==> src/rtl/crc32_stream_append_if.sv <==
// Byte-stream handshake bundle: data/valid/last forward, ready back.
// One instance per side of a stream stage.
interface crc32_stream_append_if;
    logic [7:0] data;
    logic       valid;
    logic       last;
    logic       ready;

    modport master (
        output data,
        output valid,
        output last,
        input  ready
    );

    modport slave (
        input  data,
        input  valid,
        input  last,
        output ready
    );
endinterface

==> src/rtl/crc32_stream_append.sv <==
// CRC-32/MPEG-2 over a byte stream, one registered output stage.
// Optionally appends the 4 CRC bytes (MSB first) after each frame.
module crc32_stream_append #(
    parameter logic [31:0] CRC_INIT = 32'hFFFF_FFFF,
    parameter int unsigned APPEND   = 1
) (
    input  logic                  clk,
    input  logic                  rst,
    crc32_stream_append_if.slave  s,
    crc32_stream_append_if.master m,
    output logic [31:0]           crc_o,
    output logic                  crc_done
);

    localparam logic [31:0] POLY = 32'h04C1_1DB7;
    localparam bit          APP  = (APPEND != 0);

    typedef enum logic [0:0] {
        ST_PASS,
        ST_APPEND
    } state_t;

    state_t      state;
    state_t      state_next;
    logic [31:0] crc_q;
    logic [1:0]  cnt;
    logic [7:0]  data_q;
    logic        valid_q;
    logic        last_q;

    logic        s_ready;
    logic        s_fire;
    logic        m_fire;
    logic        out_free;
    logic        load_crc;
    logic [7:0]  crc_sel;
    logic [31:0] crc_step;

    // One byte through the MSB-first shift register, bit 7 first.
    function automatic logic [31:0] crc_byte(
        input logic [31:0] c,
        input logic [7:0]  d
    );
        logic [31:0] r;
        r = c ^ {d, 24'h0};
        for (int i = 0; i < 8; i++) begin
            r = r[31] ? ((r << 1) ^ POLY) : (r << 1);
        end
        return r;
    endfunction

    assign crc_step = crc_byte(crc_q, s.data);
    assign m_fire   = valid_q && m.ready;
    assign out_free = !valid_q || m.ready;
    assign s.ready  = s_ready;
    assign m.data   = data_q;
    assign m.valid  = valid_q;
    assign m.last   = last_q;

    // Pick the CRC byte to emit next, most significant first.
    always_comb begin
        crc_sel = crc_o[31:24];
        unique case (cnt)
            2'd0: crc_sel = crc_o[31:24];
            2'd1: crc_sel = crc_o[23:16];
            2'd2: crc_sel = crc_o[15:8];
            2'd3: crc_sel = crc_o[7:0];
        endcase
    end

    // State register.
    always_ff @(posedge clk) begin
        if (rst) begin
            state <= ST_PASS;
        end else begin
            state <= state_next;
        end
    end

    // Next state and handshake decisions.
    always_comb begin
        state_next = state;
        s_ready    = 1'b0;
        s_fire     = 1'b0;
        load_crc   = 1'b0;
        unique case (state)
            ST_PASS: begin
                s_ready = out_free;
                s_fire  = s.valid && out_free;
                if (s_fire && s.last && APP) begin
                    state_next = ST_APPEND;
                end
            end
            ST_APPEND: begin
                // Only the 4th CRC byte carries last in this mode.
                if (m_fire && last_q) begin
                    state_next = ST_PASS;
                end else if (out_free) begin
                    load_crc = 1'b1;
                end
            end
            default: begin
                state_next = ST_PASS;
            end
        endcase
    end

    // Output stage, running CRC, append counter and result.
    always_ff @(posedge clk) begin
        if (rst) begin
            crc_q    <= CRC_INIT;
            cnt      <= 2'd0;
            data_q   <= 8'h00;
            valid_q  <= 1'b0;
            last_q   <= 1'b0;
            crc_o    <= 32'h0;
            crc_done <= 1'b0;
        end else begin
            crc_done <= 1'b0;
            if (s_fire) begin
                data_q  <= s.data;
                valid_q <= 1'b1;
                last_q  <= APP ? 1'b0 : s.last;
            end else if (load_crc) begin
                data_q  <= crc_sel;
                valid_q <= 1'b1;
                last_q  <= (cnt == 2'd3);
                cnt     <= 2'(cnt + 2'd1);
            end else if (m_fire) begin
                valid_q <= 1'b0;
                last_q  <= 1'b0;
            end
            if (s_fire) begin
                if (s.last) begin
                    crc_o    <= crc_step;
                    crc_done <= 1'b1;
                    crc_q    <= CRC_INIT;
                end else begin
                    crc_q <= crc_step;
                end
            end
        end
    end

endmodule

==> src/flat_wrapper.sv <==
// flat-port wrapper written by rule: the top's interface ports become plain ports
module crc32_stream_append_flat 
#(
    parameter logic [31:0] CRC_INIT = 32'hFFFF_FFFF,
    parameter int unsigned APPEND   = 1
)
  (clk, rst, crc_o, crc_done, s_data, s_valid, s_last, s_ready, m_data, m_valid, m_last, m_ready);
  crc32_stream_append_if s_i ();
  crc32_stream_append_if m_i ();
  input  logic clk;
  input  logic rst;
  output logic [31:0] crc_o;
  output logic crc_done;
  input wire logic [$bits(s_i.data)-1:0] s_data;
  input wire logic [$bits(s_i.valid)-1:0] s_valid;
  input wire logic [$bits(s_i.last)-1:0] s_last;
  output wire logic [$bits(s_i.ready)-1:0] s_ready;
  output wire logic [$bits(m_i.data)-1:0] m_data;
  output wire logic [$bits(m_i.valid)-1:0] m_valid;
  output wire logic [$bits(m_i.last)-1:0] m_last;
  input wire logic [$bits(m_i.ready)-1:0] m_ready;
  assign s_i.data = s_data;
  assign s_i.valid = s_valid;
  assign s_i.last = s_last;
  assign s_ready = s_i.ready;
  assign m_data = m_i.data;
  assign m_valid = m_i.valid;
  assign m_last = m_i.last;
  assign m_i.ready = m_ready;
  crc32_stream_append #(.CRC_INIT(CRC_INIT), .APPEND(APPEND)) u_core (.clk(clk), .rst(rst), .s(s_i), .m(m_i), .crc_o(crc_o), .crc_done(crc_done));
endmodule
==> config.mk <==
export PLATFORM = sky130hd
export DESIGN_NAME = crc32_stream_append_flat
export DESIGN_NICKNAME = d
export VERILOG_FILES = /design/src/rtl/crc32_stream_append_if.sv /design/src/rtl/crc32_stream_append.sv /design/src/flat_wrapper.sv
export SDC_FILE = /design/constraint.sdc
export NUM_CORES = 1
export LEC_CHECK = 0
export BUFFER_PORTS_ARGS = -buffer_cell sky130_fd_sc_hd__buf_2
export CAP_MARGIN = 5
export CORE_MARGIN = 2
export CORE_UTILIZATION = 48
export CTS_CLUSTER_SIZE = 8
export DETAILED_ROUTE_END_ITERATION = 8
export GPL_TIMING_DRIVEN = 0
export PLACE_DENSITY = 0.73
export SLEW_MARGIN = 10
export SYNTH_ARGS = -nofsm -noshare
export SYNTH_HDL_FRONTEND = slang
export SYNTH_SLANG_ARGS = --single-unit
==> constraint.sdc <==
create_clock -name clk -period 5.1 [get_ports clk]
set_input_delay 0.51 -clock clk [delete_from_list [all_inputs] [get_ports clk]]
set_output_delay 0.51 -clock clk [all_outputs]
set_load 0.1 [all_outputs]
Yosys cells after proc, flatten, opt, wreduce, memory -nomap -nowiden
Cells that the tools add are included.
{ "word_totals": {"regBits": 78, "in_bits": 13, "wordCells": 62} }
{ "op_classes": {"addsub": 1, "eq_ne": 3, "mux": 25, "n_bitwise": 11, "n_reduce_logical": 14} }
{ "op_table": {"columns": ["cell", "n"], "rows": [
  ["$mux 27", 8],
  ["$not 14->14", 8],
  ["$mux 32", 1],
  ["$pmux 8 s4", 1],
  ["$xor 32x32->32", 1],
  ["$mux 8", 2],
  ["$mux 1", 12],
  ["$eq 2x2->1 const B", 2],
  ["$logic_and 1x1->1", 4],
  ["$reduce_and 2->1", 2],
  ["$reduce_bool 2->1", 2],
  ["$reduce_or 2->1", 2],
  ["$reduce_bool 3->1", 1],
  ["$add 2x1->2 const B", 1],
  ["$eq 2x1->1 const B", 1],
  ["$logic_not 2->1", 1],
  ["$not 1->1", 2],
  ["$pmux 1 s2", 1],
  ["$logic_not 1->1", 1],
  ["$logic_or 1x1->1", 1]
]} }

Longest topological paths before layout
{ "logic_depth": {"depth_word": 18, "ltp_mapped": 8, "depth_no_buf": 6} }

Worst setup path after synthesis
No wires, ideal clock.
{ "synth_timing": {"path_type": "reg2reg", "from": "register u_core.valid_q (netlist: u_core.m.valid)", "to": "register u_core.crc_q[10]", "setup_time_ns": 0.117, "t_arrival_ns": 2.899, "setup_slack_ns": 2.084, "path_stages_with_launch": 8, "path_buffers": 2, "cell_sequence": "dfxtp_1 -> nand2b_1 -> and2_1 -> nand2_1 -> or3_1 -> clkbuf_1 -> clkbuf_1 -> o22a_1"} }
{ "synth_between": {"elab_chain_len": 4} }
{ "synth_lines": {"columns": ["item", "line_no", "text"], "rows": [
  ["from (decl)", "crc32_stream_append.sv:28", "logic valid_q;"],
  ["from (signal assigned)", "crc32_stream_append.sv:114", "valid_q <= 1'b0;"],
  ["from (signal assigned)", "crc32_stream_append.sv:122", "valid_q <= 1'b1;"],
  ["from (signal assigned)", "crc32_stream_append.sv:126", "valid_q <= 1'b1;"],
  ["$logic_not 1->1", "crc32_stream_append.sv:54", "assign out_free = !valid_q || m.ready;"],
  ["$logic_or 1x1->1", "crc32_stream_append.sv:54", null],
  ["$logic_and 1x1->1", "crc32_stream_append.sv:89", "s_fire = s.valid && out_free;"],
  ["$mux 1", "crc32_stream_append.sv:86", "unique case (state)"],
  ["to (signal assigned)", "crc32_stream_append.sv:139", "crc_q <= crc_step;"],
  ["to (decl)", "crc32_stream_append.sv:25", "logic [31:0] crc_q;"]
]} }
No other way between the ends.
A chain may end at the register's enable or synchronous reset.

Worst setup path in the final report
{ "layout_timing": {"from": "register u_core.crc_q[31]", "to": "register u_core.crc_o[6]"} }
{ "layout_between": {"elab_chain_len": 4} }
{ "layout_lines": {"columns": ["item", "line_no", "text"], "rows": [
  ["$xor 32x32->32", "crc32_stream_append.sv:45", "r = c ^ {d, 24'h0};"],
  ["$mux 27 (3 in a row)", "crc32_stream_append.sv:47", "r = r[31] ? ((r << 1) ^ POLY) : (r << 1);"],
  ["to (signal assigned)", "crc32_stream_append.sv:135", "crc_o <= crc_step;"],
  ["to (decl)", "crc32_stream_append.sv:11", "output logic [31:0] crc_o,"]
]} }
No other way between the ends.

==> key figures <==
Worst setup path
  – Top fanout value on the critical path: 8
  – CP required: 5.37 ns
  – Type of the setup path with the least slack: reg -> reg
  – First element of the critical path: u_core.crc_q[31]$_SDFFE_PP1P_
  – Master of the slowest instance on the critical path: sky130_fd_sc_hd__xor3_2
  – Worst path cell trace: xnor2_2 > xor3_2 > xnor2_1 > xnor2_1 > a211oi_1
  – Type of element capturing the critical path: register
  – Worst stage delay on the critical path: 0.62 ns
  – Reg-to-reg startpoint: u_core.crc_q[31]$_SDFFE_PP1P_
  – Most repeated library cell on the critical path: sky130_fd_sc_hd__xnor2_1
  – Arrival time at the worst endpoint: around 2.6 ns
  – Category of the worst setup path launch point: register

Die
  – Vertical die dimension: around 90 um
  – Die Wd: around 93 um
  – Full die area: 0.00859 sq mm
  – Initial core utilization: 49.1%
  – Count of standard-cell rows: 32
  – Io pins: 57
  – Core footprint: ~0.0077 sq mm

Clock tree
  – Clock tree root buffer cell: sky130_fd_sc_hd__clkbuf_8
  – Clock tree sinks: 78
  – Number of buffers inserted for hold repair after clock tree synthesis: 0
  – Post-cts repair resize count: 0
  – H-tree levels: 3
  – Clock latency of the later-clocked register in the worst-skew pair: approximately 0.35 ns
  – Number of post-CTS setup repair buffers: 0
  – Reg clk slew, reported paths: 0.08 ns
  – Number of buffers added by the clock tree synthesis step: 9
  – CTS tree: yes
  – Maximum buffer depth of the clock tree: 2

Timing
  – Slew margin rel.: approximately two fifths
  – Unrepaired setup endpoints after global routing: no
  – Fin. max-slew vios: 0
  – Highest clock rate: 424 MHz
  – Final setup slack of the worst path: 2.74 ns
  – Share of the clock period used by the worst path after layout: about 46%
  – Measured slew at the worst slew-check pin: roughly 0.86 ns
  – Hold Vio Cnt, Final: 0
  – Total setup violations reported at the end of the flow: 0
  – Sum of negative setup slack: 0 ns
  – Clock skew: 0.00768 ns
  – Crit path time final: roughly 2.4 ns

Logic synthesis
  – Sequential area share after synthesis: 41.4%
  – Top cell types by occurrence after synthesis: 78 x sky130_fd_sc_hd__dfxtp_1, 51 x sky130_fd_sc_hd__nand2_1, 43 x sky130_fd_sc_hd__a21oi_1, 43 x sky130_fd_sc_hd__nor2_1, 27 x sky130_fd_sc_hd__xnor2_1
  – EDFF count, synth: 0
  – Async set or reset register ratio after synthesis: 0%
  – Post-synthesis instance area: 0.00377 sq mm
  – Main flop type after synthesis: sky130_fd_sc_hd__dfxtp_1
  – Synthesized netlist net count: about 420
  – Largest cells by area after synthesis: sky130_fd_sc_hd__dfxtp_1 41%, sky130_fd_sc_hd__xnor3_1 6.6%, sky130_fd_sc_hd__xnor2_1 6.3%
  – YS warnings: 0
  – Flip-flop and latch count after synthesis: 78
  – Cells after synthesis: 402
  – Cell type contributing the most total cell area after synthesis: sky130_fd_sc_hd__dfxtp_1
  – Syn avg cell area: 9.39 sq um
  – Count of unique library cells instantiated by Yosys: 34
  – Fraction of synthesized cell area taken by the top area cell type: between 40% and 50%
  – Count leader, synth: sky130_fd_sc_hd__dfxtp_1

Cells and area
  – Growth of design area from synthesis to finish: 15.3%
  – Layout cell share with drive strength beyond 1: approximately 17%
  – Area of all placed cells without fillers: 0.00435 sq mm
  – Total number of nets in the final design: around 490
  – Inserted Diodes: 0

GRT
  – Fraction of met3 tracks used by global routing: under 10%
  – Met2 layer usage reported by global route: between 40% and 50%
  – Antenna violations before repair: 0
  – Vias in the first global route: between 3000 and 4000
  – Maximum number of pins on one net before global-route repair: 13
  – All-layer global routing usage: between 20% and 30%
  – Remaining global-route overflow: 0
  – Global routing's busiest layer: met2
  – Met1 GRT Util: 34.1%
  – Wire length of the first global-routing pass: 16600 um

Routing
  – Post-detailed-routing wire length: between 10000 and 15000 um
  – Final antenna-violating net count: 0
  – Iteration-0 DRC Markers: between 200 and 300
  – Count of unresolved DRC violations after routing: 0
  – Number of vias per cell after detailed routing: 5.73
  – Number of iterations in the first detailed-routing pass: 5
  – Wire length per cell: ~19 um
  – Total number of vias: approximately 3300

Placement
  – Placed cell area: 0.00418 sq mm
  – Buffers added on ports: 55
  – DP HPWL: a little over 8000 um
  – Placement Setup Slack: 2.48 ns
  – RD Place Congestion: 0.884

Flow run
  – Number of max-cap violations: 0

Pwr
  – Total power divided by cell area: 492 mW/mm^2
  – Worst VDD drop: around 0.26 mV
  – LEAKAGE: between 0.0015 and 0.002 uW

Status
  – Run status: finished, final reports clean

Hold path
  – Class of the tightest hold or removal check: reg -> reg
  – Hold Path Origin: u_core.state$_SDFF_PP0_
==> where the power goes <==
group          switching [uW]  total, uW  internal, uW
Clock                     224        424           200
Combinational             674        980           306
Sequential               54.1        735           681
Total                     952       2140          1190
==> cells by family after synthesis <==
| family | synth area share [%] |
|---|---|
| adder cells (fa/ha/maj) | 1.33 |
| multiplexers | 0.796 |
| AO/OA/AOI/OAI | 16.7 |
| XOR/XNOR | 23.0 |
| buffers and inverters | 2.95 |
| flip-flops | 41.4 |
| AND/OR/NAND/NOR | 13.8 |
==> cell type report <==
| class | instances | area (sq um) |
|---|---|---|
| buffer | 26 | 100 |
| clock buffer | 12 | 155 |
| clock inverter | 3 | 20.0 |
| fill | 717 | 3330 |
| inverter | 3 | 11.3 |
| multi-input combinational | 295 | 2100 |
| sequential | 78 | 1560 |
| tap | 102 | 128 |
| timing repair buffer | 55 | 275 |
==> cell usage in the layout, fill, tap and decap left out <==
cell type and count:
sky130_fd_sc_hd__mux2i_1 3, sky130_fd_sc_hd__or2_2 1, sky130_fd_sc_hd__buf_2 57, sky130_fd_sc_hd__xor3_2 1, sky130_fd_sc_hd__xnor3_1 11, sky130_fd_sc_hd__nor2_1 43, sky130_fd_sc_hd__inv_1 3, sky130_fd_sc_hd__o21ai_0 10
sky130_fd_sc_hd__o22a_1 19, sky130_fd_sc_hd__clkbuf_8 11, sky130_fd_sc_hd__nand4_1 2, sky130_fd_sc_hd__nor4_1 4, sky130_fd_sc_hd__and3_1 1, sky130_fd_sc_hd__or3_1 1, sky130_fd_sc_hd__clkinvlp_4 2, sky130_fd_sc_hd__xnor2_1 27
sky130_fd_sc_hd__and2_1 2, sky130_fd_sc_hd__xor2_1 21, sky130_fd_sc_hd__a222oi_1 8, sky130_fd_sc_hd__xor3_1 1, sky130_fd_sc_hd__buf_1 2, sky130_fd_sc_hd__nand2_1 51, sky130_fd_sc_hd__xnor2_2 6, sky130_fd_sc_hd__nand3_1 4
sky130_fd_sc_hd__nand2b_1 3, sky130_fd_sc_hd__ha_1 4, sky130_fd_sc_hd__clkinv_2 1, sky130_fd_sc_hd__a22oi_1 6, sky130_fd_sc_hd__dfxtp_1 78, sky130_fd_sc_hd__a211oi_1 6, sky130_fd_sc_hd__a21oi_1 43, sky130_fd_sc_hd__xor2_4 2
sky130_fd_sc_hd__clkbuf_1 23, sky130_fd_sc_hd__o211ai_1 1, sky130_fd_sc_hd__nor3_1 9, sky130_fd_sc_hd__o21a_1 3, sky130_fd_sc_hd__nand3b_1 2
==> per-layer routing <==
metal / wire, um / vias up
li1: - / 1520
met1: 4560 / 1564
met4: 263 / 0
met5: 0 / -
met2: 5060 / 181
met3: 893 / 22
==> critical path, delay by kind of cell (launching register included) <==
kind | cells | cell delay (ns)
AO/OA/AOI/OAI | 1 | 0.23
XOR/XNOR | 4 | 1.70
flip-flops | 1 | 0.34
==> registers in the layout, indices dropped and copies added, names as in the netlist <==
signal           cells
u_core.m.last        1
u_core.crc_o        32
u_core.crc_q        32
u_core.state         1
u_core.m.data        8
u_core.crc_done      1
u_core.cnt           2
u_core.m.valid       1
==> worst paths after layout <==
path / slack (ns) / endpoint / cells past startpoint
worst min-delay path: 0.47 / u_core.state$_SDFF_PP0_ / 2
worst min register to register: 0.47 / u_core.state$_SDFF_PP0_ / 2
worst max-delay path: 2.74 / u_core.crc_o[6]$_SDFFE_PP0P_ / 5
worst max register to register: 2.74 / u_core.crc_o[6]$_SDFFE_PP0P_ / 5
==> stage by stage <==
stage	util (%)	instances	hold slack, ns	total power [uW]
floorplan	-	402	0.436	1510
global placement	54.3	559	0.450	1700
detailed placement	54.3	559	0.459	1720
CTS	56.6	574	0.470	2130
global route	56.6	574	0.487	2210
finish	56.6	574	0.469	2140
Note: power is estimated with default switching activity, not from simulation.
